**src/rtl/mod_buzz_sched_pkg.sv**
```systemverilog
// Shared definitions for the buzzer scheduler: FSM states, 1 ms prescale and
// the requester priority encoder.
package mod_buzz_sched_pkg;

  typedef enum logic [1:0] {
    ST_IDLE,
    ST_TONE,
    ST_GAP
  } state_t;

  localparam int unsigned MAX_REQ = 8;
  localparam int unsigned IDX_W   = 3;

  function automatic int unsigned ms_tick(input int unsigned clk_freq);
    return clk_freq / 1000;
  endfunction

  // Index 0 has the highest priority.
  function automatic logic [IDX_W-1:0] lowest_set(input logic [MAX_REQ-1:0] v);
    logic found;
    lowest_set = '0;
    found      = 1'b0;
    for (int unsigned i = 0; i < MAX_REQ; i++) begin
      if (v[i] && !found) begin
        lowest_set = IDX_W'(i);
        found      = 1'b1;
      end
    end
  endfunction

endpackage

```
**src/rtl/mod_buzz_sched_if.sv**
```systemverilog
// Requester-side bus of the buzzer scheduler: job requests in, grant/status out.
interface mod_buzz_sched_if #(
  parameter int NREQ  = 4,
  parameter int DIV_W = 16,
  parameter int MS_W  = 12,
  parameter int REP_W = 4
);
  logic [NREQ-1:0]       req;
  logic [NREQ*DIV_W-1:0] req_div;
  logic [NREQ*MS_W-1:0]  req_on;
  logic [NREQ*MS_W-1:0]  req_off;
  logic [NREQ*REP_W-1:0] req_reps;
  logic [NREQ-1:0]       gnt;
  logic [NREQ-1:0]       done;
  logic [NREQ-1:0]       abort;
  logic                  busy;
  logic                  buzz;

  modport master (
    output req, req_div, req_on, req_off, req_reps,
    input  gnt, done, abort, busy, buzz
  );

  modport slave (
    input  req, req_div, req_on, req_off, req_reps,
    output gnt, done, abort, busy, buzz
  );
endinterface

```
**src/rtl/mod_buzz_sched_tone_gen.sv**
```systemverilog
// Half-period tone divider: restarts high whenever enabled, silent when
// disabled or when the half-period is 0.
module mod_tone_gen #(
  parameter int DIV_W = 16
) (
  input  logic             clk,
  input  logic             rst,
  input  logic             en,
  input  logic [DIV_W-1:0] div,
  output logic             wave
);
  logic [DIV_W-1:0] cnt;
  logic             ph;

  // Phase is held primed high while idle so the first enabled cycle is high.
  always_ff @(posedge clk or posedge rst) begin
    if (rst) begin
      cnt <= '0;
      ph  <= 1'b1;
    end else if (!en || div == '0) begin
      cnt <= '0;
      ph  <= 1'b1;
    end else if (cnt == div - DIV_W'(1)) begin
      cnt <= '0;
      ph  <= ~ph;
    end else begin
      cnt <= cnt + DIV_W'(1);
    end
  end

  assign wave = en && (div != '0) && ph;
endmodule

```
**src/rtl/mod_buzz_sched.sv**
```systemverilog
// Shared-buzzer scheduler: fixed-priority arbiter plus tone/gap sequencer.
// Define BUZZ_PREEMPT_EN to let a higher-priority request abort a running job.
module mod_buzz_sched
  import mod_buzz_sched_pkg::*;
#(
  parameter int unsigned CLK_FREQ = 50_000_000,
  parameter int unsigned NREQ     = 4,
  parameter int unsigned DIV_W    = 16,
  parameter int unsigned MS_W     = 12,
  parameter int unsigned REP_W    = 4
) (
  input logic               clk,
  input logic               rst,
  mod_buzz_sched_if.slave   bus
);
  localparam int unsigned TICK = ms_tick(CLK_FREQ);

  state_t           state;
  logic [IDX_W-1:0] owner;
  logic [DIV_W-1:0] div_q;
  logic [MS_W-1:0]  on_q, off_q, ms_cnt;
  logic [REP_W-1:0] reps_left;
  logic [31:0]      tick_cnt;
  logic             tone_en, busy_q;
  logic [NREQ-1:0]  gnt_q, done_q;

  logic [IDX_W-1:0] win;
  logic [DIV_W-1:0] sel_div;
  logic [MS_W-1:0]  sel_on, sel_off, lim;
  logic [REP_W-1:0] sel_reps;
  logic             phase_end;

  assign win      = lowest_set(MAX_REQ'(bus.req));
  assign sel_div  = bus.req_div[int'(win)*DIV_W +: DIV_W];
  assign sel_on   = bus.req_on[int'(win)*MS_W +: MS_W];
  assign sel_off  = bus.req_off[int'(win)*MS_W +: MS_W];
  assign sel_reps = bus.req_reps[int'(win)*REP_W +: REP_W];

  // A zero-length phase still occupies one cycle so the FSM always advances.
  assign lim       = (state == ST_TONE) ? on_q : off_q;
  assign phase_end = (lim == '0) ||
                     (ms_cnt == lim - MS_W'(1) && tick_cnt == 32'(TICK - 1));

`ifdef BUZZ_PREEMPT_EN
  logic [NREQ-1:0] abort_q;
  logic            preempt;
  assign preempt   = |(bus.req & ((NREQ'(1) << owner) - NREQ'(1)));
  assign bus.abort = abort_q;
`else
  assign bus.abort = '0;
`endif

  always_ff @(posedge clk or posedge rst) begin
    if (rst) begin
      state     <= ST_IDLE;
      owner     <= '0;
      div_q     <= '0;
      on_q      <= '0;
      off_q     <= '0;
      ms_cnt    <= '0;
      reps_left <= '0;
      tick_cnt  <= '0;
      tone_en   <= 1'b0;
      busy_q    <= 1'b0;
      gnt_q     <= '0;
      done_q    <= '0;
`ifdef BUZZ_PREEMPT_EN
      abort_q   <= '0;
`endif
    end else begin
      gnt_q  <= '0;
      done_q <= '0;
`ifdef BUZZ_PREEMPT_EN
      abort_q <= '0;
`endif
      case (state)
        ST_IDLE: begin
          if (|bus.req) begin
            owner     <= win;
            div_q     <= sel_div;
            on_q      <= sel_on;
            off_q     <= sel_off;
            reps_left <= sel_reps;
            gnt_q     <= NREQ'(1) << win;
            busy_q    <= 1'b1;
            tone_en   <= (sel_on != '0) && (sel_reps != '0);
            tick_cnt  <= '0;
            ms_cnt    <= '0;
            state     <= ST_TONE;
          end
        end
        default: begin
`ifdef BUZZ_PREEMPT_EN
          if (preempt) begin
            abort_q  <= NREQ'(1) << owner;
            tone_en  <= 1'b0;
            busy_q   <= 1'b0;
            tick_cnt <= '0;
            ms_cnt   <= '0;
            state    <= ST_IDLE;
          end else
`endif
          if (state == ST_TONE && (reps_left == '0 || phase_end)) begin
            tone_en  <= 1'b0;
            tick_cnt <= '0;
            ms_cnt   <= '0;
            if (reps_left <= REP_W'(1)) begin
              reps_left <= '0;
              done_q    <= NREQ'(1) << owner;
              busy_q    <= 1'b0;
              state     <= ST_IDLE;
            end else begin
              reps_left <= reps_left - REP_W'(1);
              state     <= ST_GAP;
            end
          end else if (state == ST_GAP && phase_end) begin
            tone_en  <= (on_q != '0);
            tick_cnt <= '0;
            ms_cnt   <= '0;
            state    <= ST_TONE;
          end else if (tick_cnt == 32'(TICK - 1)) begin
            tick_cnt <= '0;
            ms_cnt   <= ms_cnt + MS_W'(1);
          end else begin
            tick_cnt <= tick_cnt + 32'd1;
          end
        end
      endcase
    end
  end

  logic buzz_w;

  mod_tone_gen #(
    .DIV_W (DIV_W)
  ) u_tone (
    .clk  (clk),
    .rst  (rst),
    .en   (tone_en),
    .div  (div_q),
    .wave (buzz_w)
  );

  assign bus.gnt  = gnt_q;
  assign bus.done = done_q;
  assign bus.busy = busy_q;
  assign bus.buzz = buzz_w;
endmodule
```
**src/flat_wrapper.sv**
```systemverilog
// flat-port wrapper written by rule: the top's interface ports become plain ports
module mod_buzz_sched_flat import mod_buzz_sched_pkg::*;
#(
  parameter int unsigned CLK_FREQ = 50_000_000,
  parameter int unsigned NREQ     = 4,
  parameter int unsigned DIV_W    = 16,
  parameter int unsigned MS_W     = 12,
  parameter int unsigned REP_W    = 4
)
  (clk, rst, bus_req, bus_req_div, bus_req_on, bus_req_off, bus_req_reps, bus_gnt, bus_done, bus_abort, bus_busy, bus_buzz);
  mod_buzz_sched_if #(.NREQ(NREQ), .DIV_W(DIV_W), .MS_W(MS_W), .REP_W(REP_W)) bus_i ();
  input logic clk;
  input logic rst;
  input wire logic [$bits(bus_i.req)-1:0] bus_req;
  input wire logic [$bits(bus_i.req_div)-1:0] bus_req_div;
  input wire logic [$bits(bus_i.req_on)-1:0] bus_req_on;
  input wire logic [$bits(bus_i.req_off)-1:0] bus_req_off;
  input wire logic [$bits(bus_i.req_reps)-1:0] bus_req_reps;
  output wire logic [$bits(bus_i.gnt)-1:0] bus_gnt;
  output wire logic [$bits(bus_i.done)-1:0] bus_done;
  output wire logic [$bits(bus_i.abort)-1:0] bus_abort;
  output wire logic [$bits(bus_i.busy)-1:0] bus_busy;
  output wire logic [$bits(bus_i.buzz)-1:0] bus_buzz;
  assign bus_i.req = bus_req;
  assign bus_i.req_div = bus_req_div;
  assign bus_i.req_on = bus_req_on;
  assign bus_i.req_off = bus_req_off;
  assign bus_i.req_reps = bus_req_reps;
  assign bus_gnt = bus_i.gnt;
  assign bus_done = bus_i.done;
  assign bus_abort = bus_i.abort;
  assign bus_busy = bus_i.busy;
  assign bus_buzz = bus_i.buzz;
  mod_buzz_sched #(.CLK_FREQ(CLK_FREQ), .NREQ(NREQ), .DIV_W(DIV_W), .MS_W(MS_W), .REP_W(REP_W)) u_core (.clk(clk), .rst(rst), .bus(bus_i));
endmodule
```
**config.mk**
```make
export PLATFORM = sky130hd
export DESIGN_NAME = mod_buzz_sched_flat
export DESIGN_NICKNAME = d
export VERILOG_FILES = /design/src/rtl/mod_buzz_sched_pkg.sv /design/src/rtl/mod_buzz_sched_if.sv /design/src/rtl/mod_buzz_sched_tone_gen.sv /design/src/rtl/mod_buzz_sched.sv /design/src/flat_wrapper.sv
export SDC_FILE = /design/constraint.sdc
export NUM_CORES = 1
export LEC_CHECK = 0
export ABC_AREA = 1
export CAP_MARGIN = 10
export CORE_MARGIN = 3
export CORE_UTILIZATION = 46
export DETAILED_ROUTE_END_ITERATION = 10
export MAX_ROUTING_LAYER = met4
export PLACE_DENSITY = 0.81
export SETUP_SLACK_MARGIN = 0.4
export SKIP_CTS_REPAIR_TIMING = 1
export SLEW_MARGIN = 25
export SYNTH_ARGS = -nofsm -noshare
export SYNTH_HDL_FRONTEND = slang
export SYNTH_SLANG_ARGS = --single-unit
```
**constraint.sdc**
```tcl
create_clock -name clk -period 4.3 [get_ports clk]
set_input_delay 1.29 -clock clk [delete_from_list [all_inputs] [get_ports clk]]
set_output_delay 1.29 -clock clk [all_outputs]
set_load 0.005 [all_outputs]
```
### Word-level counts from Yosys, hierarchy flattened

Cells that the tools add are included.

| storage, ports and cells | value |
|---|---|
| output and inout bits | 14 |
| bits of input ports | 182 |
| logic and storage cells | 113 |
| bits in registers | 120 |

| cells by class | value |
|---|---|
| reductions and logical operators | 35 |
| add/subtract/negate cells | 6 |
| equality and inequality tests | 6 |
| order comparisons | 1 |
| shift-type cells | 6 |
| bitwise operators | 1 |
| multiplexer cells | 43 |
| $mul | 1 |

Operators with widths:

| operator | count |
|---|---|
| $mux W32 | 5 |
| $shiftx A48 B8 Y12 | 2 |
| $mux W12 | 6 |
| $shiftx A64 B7 Y16 | 1 |
| $mux W4 | 9 |
| $add A32 B1 Y32 const B | 1 |
| $eq A32 B16 Y1 const B | 1 |
| $mux W16 | 2 |
| $reduce_bool A12 Y1 | 2 |
| $add A16 B1 Y16 const B | 1 |
| $eq A16 B16 Y1 | 1 |
| $logic_not A16 Y1 | 1 |
| $reduce_bool A16 Y1 | 1 |
| $shiftx A16 B5 Y4 | 1 |
| $sub A16 B1 Y16 const B | 1 |
| $mux W1 | 14 |
| $mux W2 | 7 |
| $add A12 B1 Y12 const B | 1 |
| $eq A12 B12 Y1 | 1 |
| $logic_not A12 Y1 | 1 |
| $sub A12 B1 Y12 const B | 1 |
| $logic_and A1 B1 Y1 | 9 |
| $reduce_and A2 Y1 | 4 |
| $reduce_bool A4 Y1 | 2 |
| 17 further kinds | 24 |

### Depth between registers and ports, before layout

Gate-level depths: netlist of run 1.

| depth | value |
|---|---|
| word-level depth | 16 |
| mapped depth | 25 |

### Cells and area by module

From an unflattened synthesis of run 1, not the netlist that was laid out.

| second synthesis, totals | value |
|---|---|
| cells, all modules | 1,268 |
| area, all modules | 8,647.0 um2 |

By module, submodules not included:

| module | sequential area each (um2) | area an instance (um2) | instances | cells an instance |
|---|---|---|---|---|
| mod_buzz_sched | 2,552.4 | 7,174.4 | 1 | 1,042 |
| mod_tone_gen | 426.7 | 1,472.7 | 1 | 226 |

### Worst setup path after synthesis of run 1

Ideal clock, no wire load.

| path | value |
|---|---|
| path kind | input port to flip-flop |
| start point | in bus_req[1] |
| end point | reg u_core.tone_en |
| arrival time | 2.913 ns |
| setup slack | 1.270 ns |
| stages | 15 |
| cells stage by stage | nor2_2 > nand3b_1 > nand2_1 > inv_2 > nand2_1 > inv_2 > buf_2 > a22oi_1 > o21ai_0 > nor3_1 > nand3_1 > nand2_1 > nand2_1 > nand2_1 > nand2_1 |

| between the ends | value |
|---|---|
| cells in the longest elaborated chain, start to end | 14 |

RTL lines:

| element | line | RTL |
|---|---|---|
| from (decl) | flat_wrapper.sv:14 | `input wire logic [$bits(bus_i.req)-1:0] bus_req;` |
| $logic_and A1 B1 Y1 | mod_buzz_sched_pkg.sv:24 | `if (v[i] && !found) begin` |
| $mux W1 | mod_buzz_sched_pkg.sv:24 |  |
| $logic_not A1 Y1 | mod_buzz_sched_pkg.sv:24 |  |
| $logic_and A1 B1 Y1 | mod_buzz_sched_pkg.sv:24 |  |
| $mux W1 | mod_buzz_sched_pkg.sv:24 |  |
| $logic_not A1 Y1 | mod_buzz_sched_pkg.sv:24 |  |
| $logic_and A1 B1 Y1 | mod_buzz_sched_pkg.sv:24 |  |
| $mux W2 | mod_buzz_sched_pkg.sv:24 |  |
| $mul A2 B2 Y4 | mod_buzz_sched.sv:35 | `assign sel_on = bus.req_on[int'(win)*MS_W +: MS_W];` |
| $shiftx A48 B8 Y12 | mod_buzz_sched.sv:35 |  |
| $reduce_bool A12 Y1 | mod_buzz_sched.sv:86 | `tone_en <= (sel_on != '0) && (sel_reps != '0);` |
| $logic_and A1 B1 Y1 | mod_buzz_sched.sv:86 |  |
| $mux W1 | mod_buzz_sched.sv:78 | `if (\|bus.req) begin` |
| $mux W1 | mod_buzz_sched.sv:76 | `case (state)` |
| to (signal assigned) | mod_buzz_sched.sv:86 |  |
| to (signal assigned) | mod_buzz_sched.sv:117 | `tone_en <= (on_q != '0);` |
| to (decl) | mod_buzz_sched.sv:24 | `logic tone_en, busy_q;` |

Several ways; a longest one is shown, not always the timed one. The select of a mux whose other input is x is not followed.
A chain may end at the register's enable or synchronous reset.

### Final worst setup path of run 1

Ends and elaborated chain as after synthesis.

==> metrics.yaml, run 1 <==
dp.cells: 1582
min_path_type: "flip-flop to flip-flop"
num_vias: 8669
synth_cells: 1192
cts_tree: "built"
critPathLaunchType: "input port"
multi_input_area_um2: 4717
worst_pin_slew_ps: 824.5
syn_area_um2: 8416
start_util_pct: 47.82
ant_nets: 0
syn_to_final_growth_pct: 31.91
internal_power_w: 0.002440
grt_pass1_wl_mm: 41.69
fmax_mhz: 288.7
final_cells: 1613
r2r-start: "u_core.state[0]"
fin_util_pct: 63.08
grt_pass1_vias: 8363
final.period_utilization_pct: 80.55
nFillCells: 1555
place.gp.congestion: 0.9403
switchingPower_w: 0.0008566
ir_drop_v: 0.0002553
io_buffers: 191
routed_wl_mm: 25.68
drv_cap: 0
seqCellArea_um2: 2979
die_y_um: 141.3
finClkSkew_ps: 10.72
end_kind: "flip-flop"
pin_count: 196
yosys_warnings: 0
worstPathArrival_ps: 3780
ys_types: 49
fin_ws_ps: 836.5
reg2reg_slack_ps: 900
grt.overflow.total: 0
hold_viol_final: 0
grt_max_degree: 64
relSlewSlack_pct: 44.92
critPathMaxFanout: 30
final_layout_size_suffix_gt1_share_pct: 7.781
criticalPathCategory: "input port to flip-flop"
placed_cell_area_um2: 10500
power_switching_share_pct: 25.98
finalMaxSlewViolations: 0
die_area_um2: 19950
h-tree-depth: 4
firstDrtPassIters: 5
clock_sinks: 119
ys_seq_area_share_pct: 35.40
period_minus_slack_ps: 3464
track_usage_pct: 26.83
power.density_nw_per_um2: 297.0
dpl.hpwl_mm: 19.58
cp.required_ps: 4610
die_x_um: 141.3
diodes: 0
clk_path_buf_depth: 2
cts.reportedPaths.clkPinSlew_ps: 50
rsz0062_at_grt: "no"
num_rows: 48
route.detailed.drc: 0
synth-seq-cells: 119
post_drt_via_cell_ratio: 5.374
dp_slack_ps: 447.1
min_from: "u_core.owner[0]"
nets: 1567
final_area_um2: 11100
p_seq_share_pct: 38.2
cts_made_buffers: 17
wl_per_cell_um: 15.92
cts_root_buffer: "clkbuf_16"
fin_tns_setup_ps: 0
drt-initial-drc-count: 754
clkPwrFrac_pct: 44.2
status: "completed"
setup-violations-final: 0
core_area_um2: 17600
p_leak_nw: 5.069
worstSkewPairLatency_ps: 430
antenna_found_initial: 0
power_frac_comb_pct: 17.6
cp-startpoint: "bus_req[1]"
avgSynthCellArea_um2: 7.060
[registers in the layout, indices dropped and copies added, names as in the netlist, 2 cells and up]
| name | cells |
|---|---|
| u_core.bus.gnt | 4 |
| u_core.ms_cnt | 12 |
| u_core.reps_left | 4 |
| u_core.off_q | 12 |
| u_core.div_q | 16 |
| u_core.owner | 2 |
| u_core.bus.done | 4 |
| u_core.u_tone.cnt | 16 |
| u_core.on_q | 12 |
| u_core.tick_cnt | 32 |
| u_core.state | 2 |
[Yosys cell counts, drive strengths merged]
master   count  area share (%)
nor2       190             9.5
nand4       15             1.1
o21a         6            0.54
nand2      322              16
nor4        17             1.3
buf         22             2.2
o22ai        3            0.22
o2111ai      5            0.52
a21oi       29             1.7
a221oi      20             2.1
o21ai       85             5.1
xor2        44             4.8
a32oi        5            0.52
clkbuf      26             1.2
ha           9             1.3
or3          1            0.13
inv        119             5.3
a32o         1            0.12
clkinv       1           0.045
xnor2       17             1.8
a22oi        8            0.71
a31oi        4            0.30
conb         1           0.045
dfstp        1            0.31
o21bai       1           0.089
nand3b      10            0.89
nand3       70             4.4
nor3b        6            0.54
o311ai       4            0.42
nor3        27             1.6
or2          5            0.37
dfrtp      118              35
[layout make-up]
type / instances / area share (%)
multi-input combinational: 908 / 42.49
inverter: 120 / 4.114
tap: 225 / 2.536
clock buffer: 23 / 4.306
clock inverter: 8 / 1.093
sequential: 119 / 26.84
timing repair buffer: 210 / 18.62
[power groups by stage]
stage	logic, W	registers [W]	clock network [W]
after floorplan	0.000322	0.00126	0
after global placement	0.000563	0.00127	0
after detailed placement	0.000577	0.00127	0
after CTS	0.000583	0.00126	0.00147
after global routing	0.000648	0.00127	0.00153
final	0.000581	0.00126	0.00146
[metrics by stage]
step	hold WS, ps	power (W)
after floorplan	433.1	0.001580
after global placement	448.8	0.001837
after detailed placement	450.6	0.001851
after CTS	481.1	0.003312
after global routing	516.0	0.003444
final	483.2	0.003297
[worst paths after layout]
check	endpoint	depth (start not counted)
min in group asynchronous	u_core.u_tone.cnt[15]	2
max	u_core.tone_en	16
max reg2reg	u_core.tick_cnt[11]	21
min	u_core.bus.done[2]	1
min reg2reg	u_core.bus.done[2]	1
max in group asynchronous	u_core.on_q[11]	3
[worst max-delay path, cell delays in order]
cell,delay (ps)
clkdlybuf4s50_1,440
nor2_2,160
nand3b_1,220
nand2_1,180
inv_2,90
nand2_1,80
inv_2,210
a22oi_1,220
o21a_1,170
nand2_1,70
nor3_1,290
nand3_1,130
nand2_1,80
nand2_1,50
nand2_1,50
nand2_1,40
[layer usage]
layer	up-vias	global-route usage, %	routed length [um]
li1	4252	-	-
met1	4009	35.29	11270
met2	359	41.91	11930
met3	49	4.820	1783
met4	0	9.434	688
met5	-	-	0
[kinds of logic (layout without fill, tap and decap cells)]
kind of cell,Yosys count,after routing,synth area share (%)
simple gates,663,663,35.55
compound gates,171,171,12.38
buf+inv,168,361,8.757
flops,119,119,35.40
xor+xnor,61,61,6.527
fa+ha+maj,9,9,1.338
other cells,1,4,0.04456
[layout by cell type, fill, tap and decap left out, types with 6 or more instances in the layout]
cell type and count:
nand2_2 15, nor2_1 174, nand2_4 6, xnor2_1 17, nor2_2 11, a22oi_1 8, buf_4 18, nand3_1 66
nor4_1 16, clkbuf_16 17, nand3b_1 10, nand2_1 299, o21a_1 6, inv_1 114, nor3_1 27, ha_1 9
nor3b_1 6, clkdlybuf4s50_1 191, nand4_1 15, dfrtp_1 118, o21ai_0 81, xor2_1 42, a221oi_1 20, a21oi_1 29
Power figures use the tool's default switching activity.
==> run 2: changes to the inputs <==
- CORE_UTILIZATION: 46 -> 50
- PLACE_DENSITY: 0.81 -> 0.84
- clock period: 4.3 -> 3.2 ns (I/O delays scaled with it)
==> run 2 against run 1 <==
Net effect: cell area is 7.1% higher; core utilization grew 10 points; final cell count is 3.0% higher; critical path depth rose by 6; critical endpoint is now u_core.tick_cnt[27].
==> metrics.yaml, run 2 (synthesized netlist as in run 1, its figures left out) <==
multi_input_area_um2: 4937  # +4.7%
reg2reg_slack_ps: 470  # -430 ps
r2r_end: "u_core.tick_cnt[27]"
fmax_mhz: 365.8
wl_per_cell_um: 16.86  # +5.9%
fin_util_pct: 73.53  # +10 points
grt_max_degree: 68  # +6.3%
critPathLaunchType: "flip-flop"
fin_ws_ps: 466.2  # -370.3 ps
finalMaxSlewViolations: 0  # unchanged
grt_pass1_wl_mm: 42.54  # +2.0%
internal_power_w: 0.003346  # +37%
place.gp.congestion: 0.9143  # -2.8%
period_minus_slack_ps: 2734
clock_sinks: 119  # unchanged
dpl.hpwl_mm: 20.18  # +3.1%
ant_nets: 0  # unchanged
layout_commonest_cell: "nand2_1"
antenna_found_initial: 0  # unchanged
die_y_um: 135.7  # -3.9%
pin_count: 196  # unchanged
num_rows: 46  # -4.2%
nFillCells: 1172  # -25%
io_buffers: 191  # unchanged
relSlewSlack_pct: 58.04  # +13 points
switchingPower_w: 0.001198  # +40%
ff2ff_path_depth: 22  # +4.8%
cp.required_ps: 3510  # -1100 ps
nets: 1625  # +3.7%
grt_pass1_vias: 8738  # +4.5%
ir_drop_v: 0.0003933  # +54%
firstDrtPassIters: 6  # +1
final_layout_size_suffix_gt1_share_pct: 14.26  # +6.5 points
min_to: "u_core.ms_cnt[4]"
cts_root_buffer: "clkbuf_16"
critPathMaxFanout: 6  # -80%
worstPathArrival_ps: 3050  # -730 ps
die_x_um: 135.7  # -3.9%
seqCellArea_um2: 2982  # about the same
reg_top3: "u_core.tick_cnt (32), u_core.div_q (16), u_core.u_tone.cnt (16)"
drv_cap: 0  # unchanged
min_from: "u_core.ms_cnt[4]"
fin_tns_setup_ps: 0  # unchanged
power_frac_comb_pct: 18.6  # +1.0 points
diodes: 0  # unchanged
whs_path_depth: 2  # +1
regMostFlops: "u_core.tick_cnt"
status: "completed"
syn_to_final_growth_pct: 41.32
largest_reg_flops: 32  # unchanged
start_util_pct: 52.03  # +4.2 points
worstSkewPairLatency_ps: 430  # about the same
criticalPathCategory: "flip-flop to flip-flop"
final.period_utilization_pct: 85.43
worst_pin_slew_ps: 628.1  # -196.4 ps
clk_path_buf_depth: 2  # unchanged
cts_made_buffers: 17  # unchanged
finClkSkew_ps: 7.917  # -2.808 ps
cts.reportedPaths.clkPinSlew_ps: 50  # about the same
min_path_type: "flip-flop to flip-flop"
dp_slack_ps: -66.11  # -513.2 ps
mostFrequentLayoutCells: "288 x nand2_1, 187 x clkdlybuf4s50_1, 164 x nor2_1"
h-tree-depth: 4  # unchanged
die_area_um2: 18420  # -7.7%
post_drt_via_cell_ratio: 5.576  # +3.8%
routed_wl_mm: 28.00  # +9.1%
setup-violations-final: 0  # unchanged
core_area_um2: 16170  # -8.1%
clkPwrFrac_pct: 44.2  # about the same
drt-initial-drc-count: 872  # +16%
p_seq_share_pct: 37.2  # -1.0 points
power_switching_share_pct: 26.36  # +0.38 points
r2r-start: "u_core.state[1]"
num_vias: 9262  # +6.8%
end_kind: "flip-flop"
route.detailed.drc: 0  # unchanged
cts_tree: "built"
rsz0062_at_grt: "yes"
p_leak_nw: 5.452  # +7.6%
hold_viol_final: 0  # unchanged
power.density_nw_per_um2: 382.1  # +29%
grt.overflow.total: 0  # unchanged
track_usage_pct: 29.83  # +3.0 points
-- run 2: cell count changes in the layout (fill, tap and decap cells not counted), moves of 5 or more --
| cell | delta |
|---|---|
| buf_12 | +5 |
| o21ai_0 | -6 |
| buf_4 | +43 |
| nand2_2 | +6 |
| nand2_1 | -11 |
| nor2_1 | -10 |
| buf_6 | +5 |
| o21ai_1 | +5 |
| nor2_2 | +6 |
-- run 2: power groups by stage --
stage / Sequential [W] / Combinational, W / Clock, W
detailed placement: 0.00171 / 0.000797 / 0
floorplan: 0.00169 / 0.000432 / 0
CTS: 0.00169 / 0.000803 / 0.00201
global placement: 0.00171 / 0.000779 / 0
finish: 0.00169 / 0.000845 / 0.00201
global route: 0.00170 / 0.000932 / 0.00208
-- run 2: worst max path at each step --
stage,depth (start not counted),slack [ps],to,start
after floorplan,15,500,u_core.tone_en,bus_req[1]
after global placement,12,-4,u_core.tone_en,bus_req[2]
after detailed placement,12,-70,u_core.tone_en,bus_req[2]
after CTS,8,150,bus_buzz,u_core.div_q[0]
after global routing,21,300,u_core.tick_cnt[15],u_core.state[1]
final,22,470,u_core.tick_cnt[27],u_core.state[1]
-- run 2: per-stage QoR --
| step | hold WS (ps) | cell area [um2] | total power, W | instances |
|---|---|---|---|---|
| 6_report | 482.9 | 11890 | 0.004544 | 1661 |
| 5_1_grt | 520.6 | 11890 | 0.004713 | 1661 |
| 4_1_cts | 486.8 | 11330 | 0.004498 | 1628 |
| 3_5_place_dp | 464.9 | 10730 | 0.002507 | 1598 |
| 3_3_place_gp | 455.1 | 10730 | 0.002488 | 1598 |
| 2_1_floorplan | 433.1 | 8431 | 0.002123 | 1195 |
-- run 2: routing by layer --
layer  up-vias  GRT usage, %  share of wire (%)
met2       441         47.87                 49
met3        71         5.498                6.6
met5         -             -                  0
met4         0         10.75                3.1
li1       4369             -                  -
met1      4381         37.99                 42
-- run 2: area by class of cell --
class / count / area share (%)
Multi-Input combinational cell: 908 / 41.51
Sequential cell: 119 / 25.07
Timing Repair Buffer: 266 / 22.04
Inverter: 120 / 3.945
Clock buffer: 21 / 3.787
Tap cell: 216 / 2.272
Clock inverter: 9 / 1.273
Timing Repair inverter: 2 / 0.09469
-- run 2: worst max-delay path, cell delays in order, from the launching register on --
cell and delay (ps):
dfrtp_2 430, clkinv_4 100, nand3b_1 140, nand2_4 130, ha_4 180, inv_4 40
nor2_4 70, nor2_1 50, nand3_1 60, nand2_1 70, inv_1 50, nand3_1 70
nor2_1 120, nand2_1 90, nor2_2 90, nand3_2 110, nand3_2 120, nand2_4 90
nand2_4 120, nor2_8 50, nor2_8 180, clkbuf_16 190, nor2_1 50
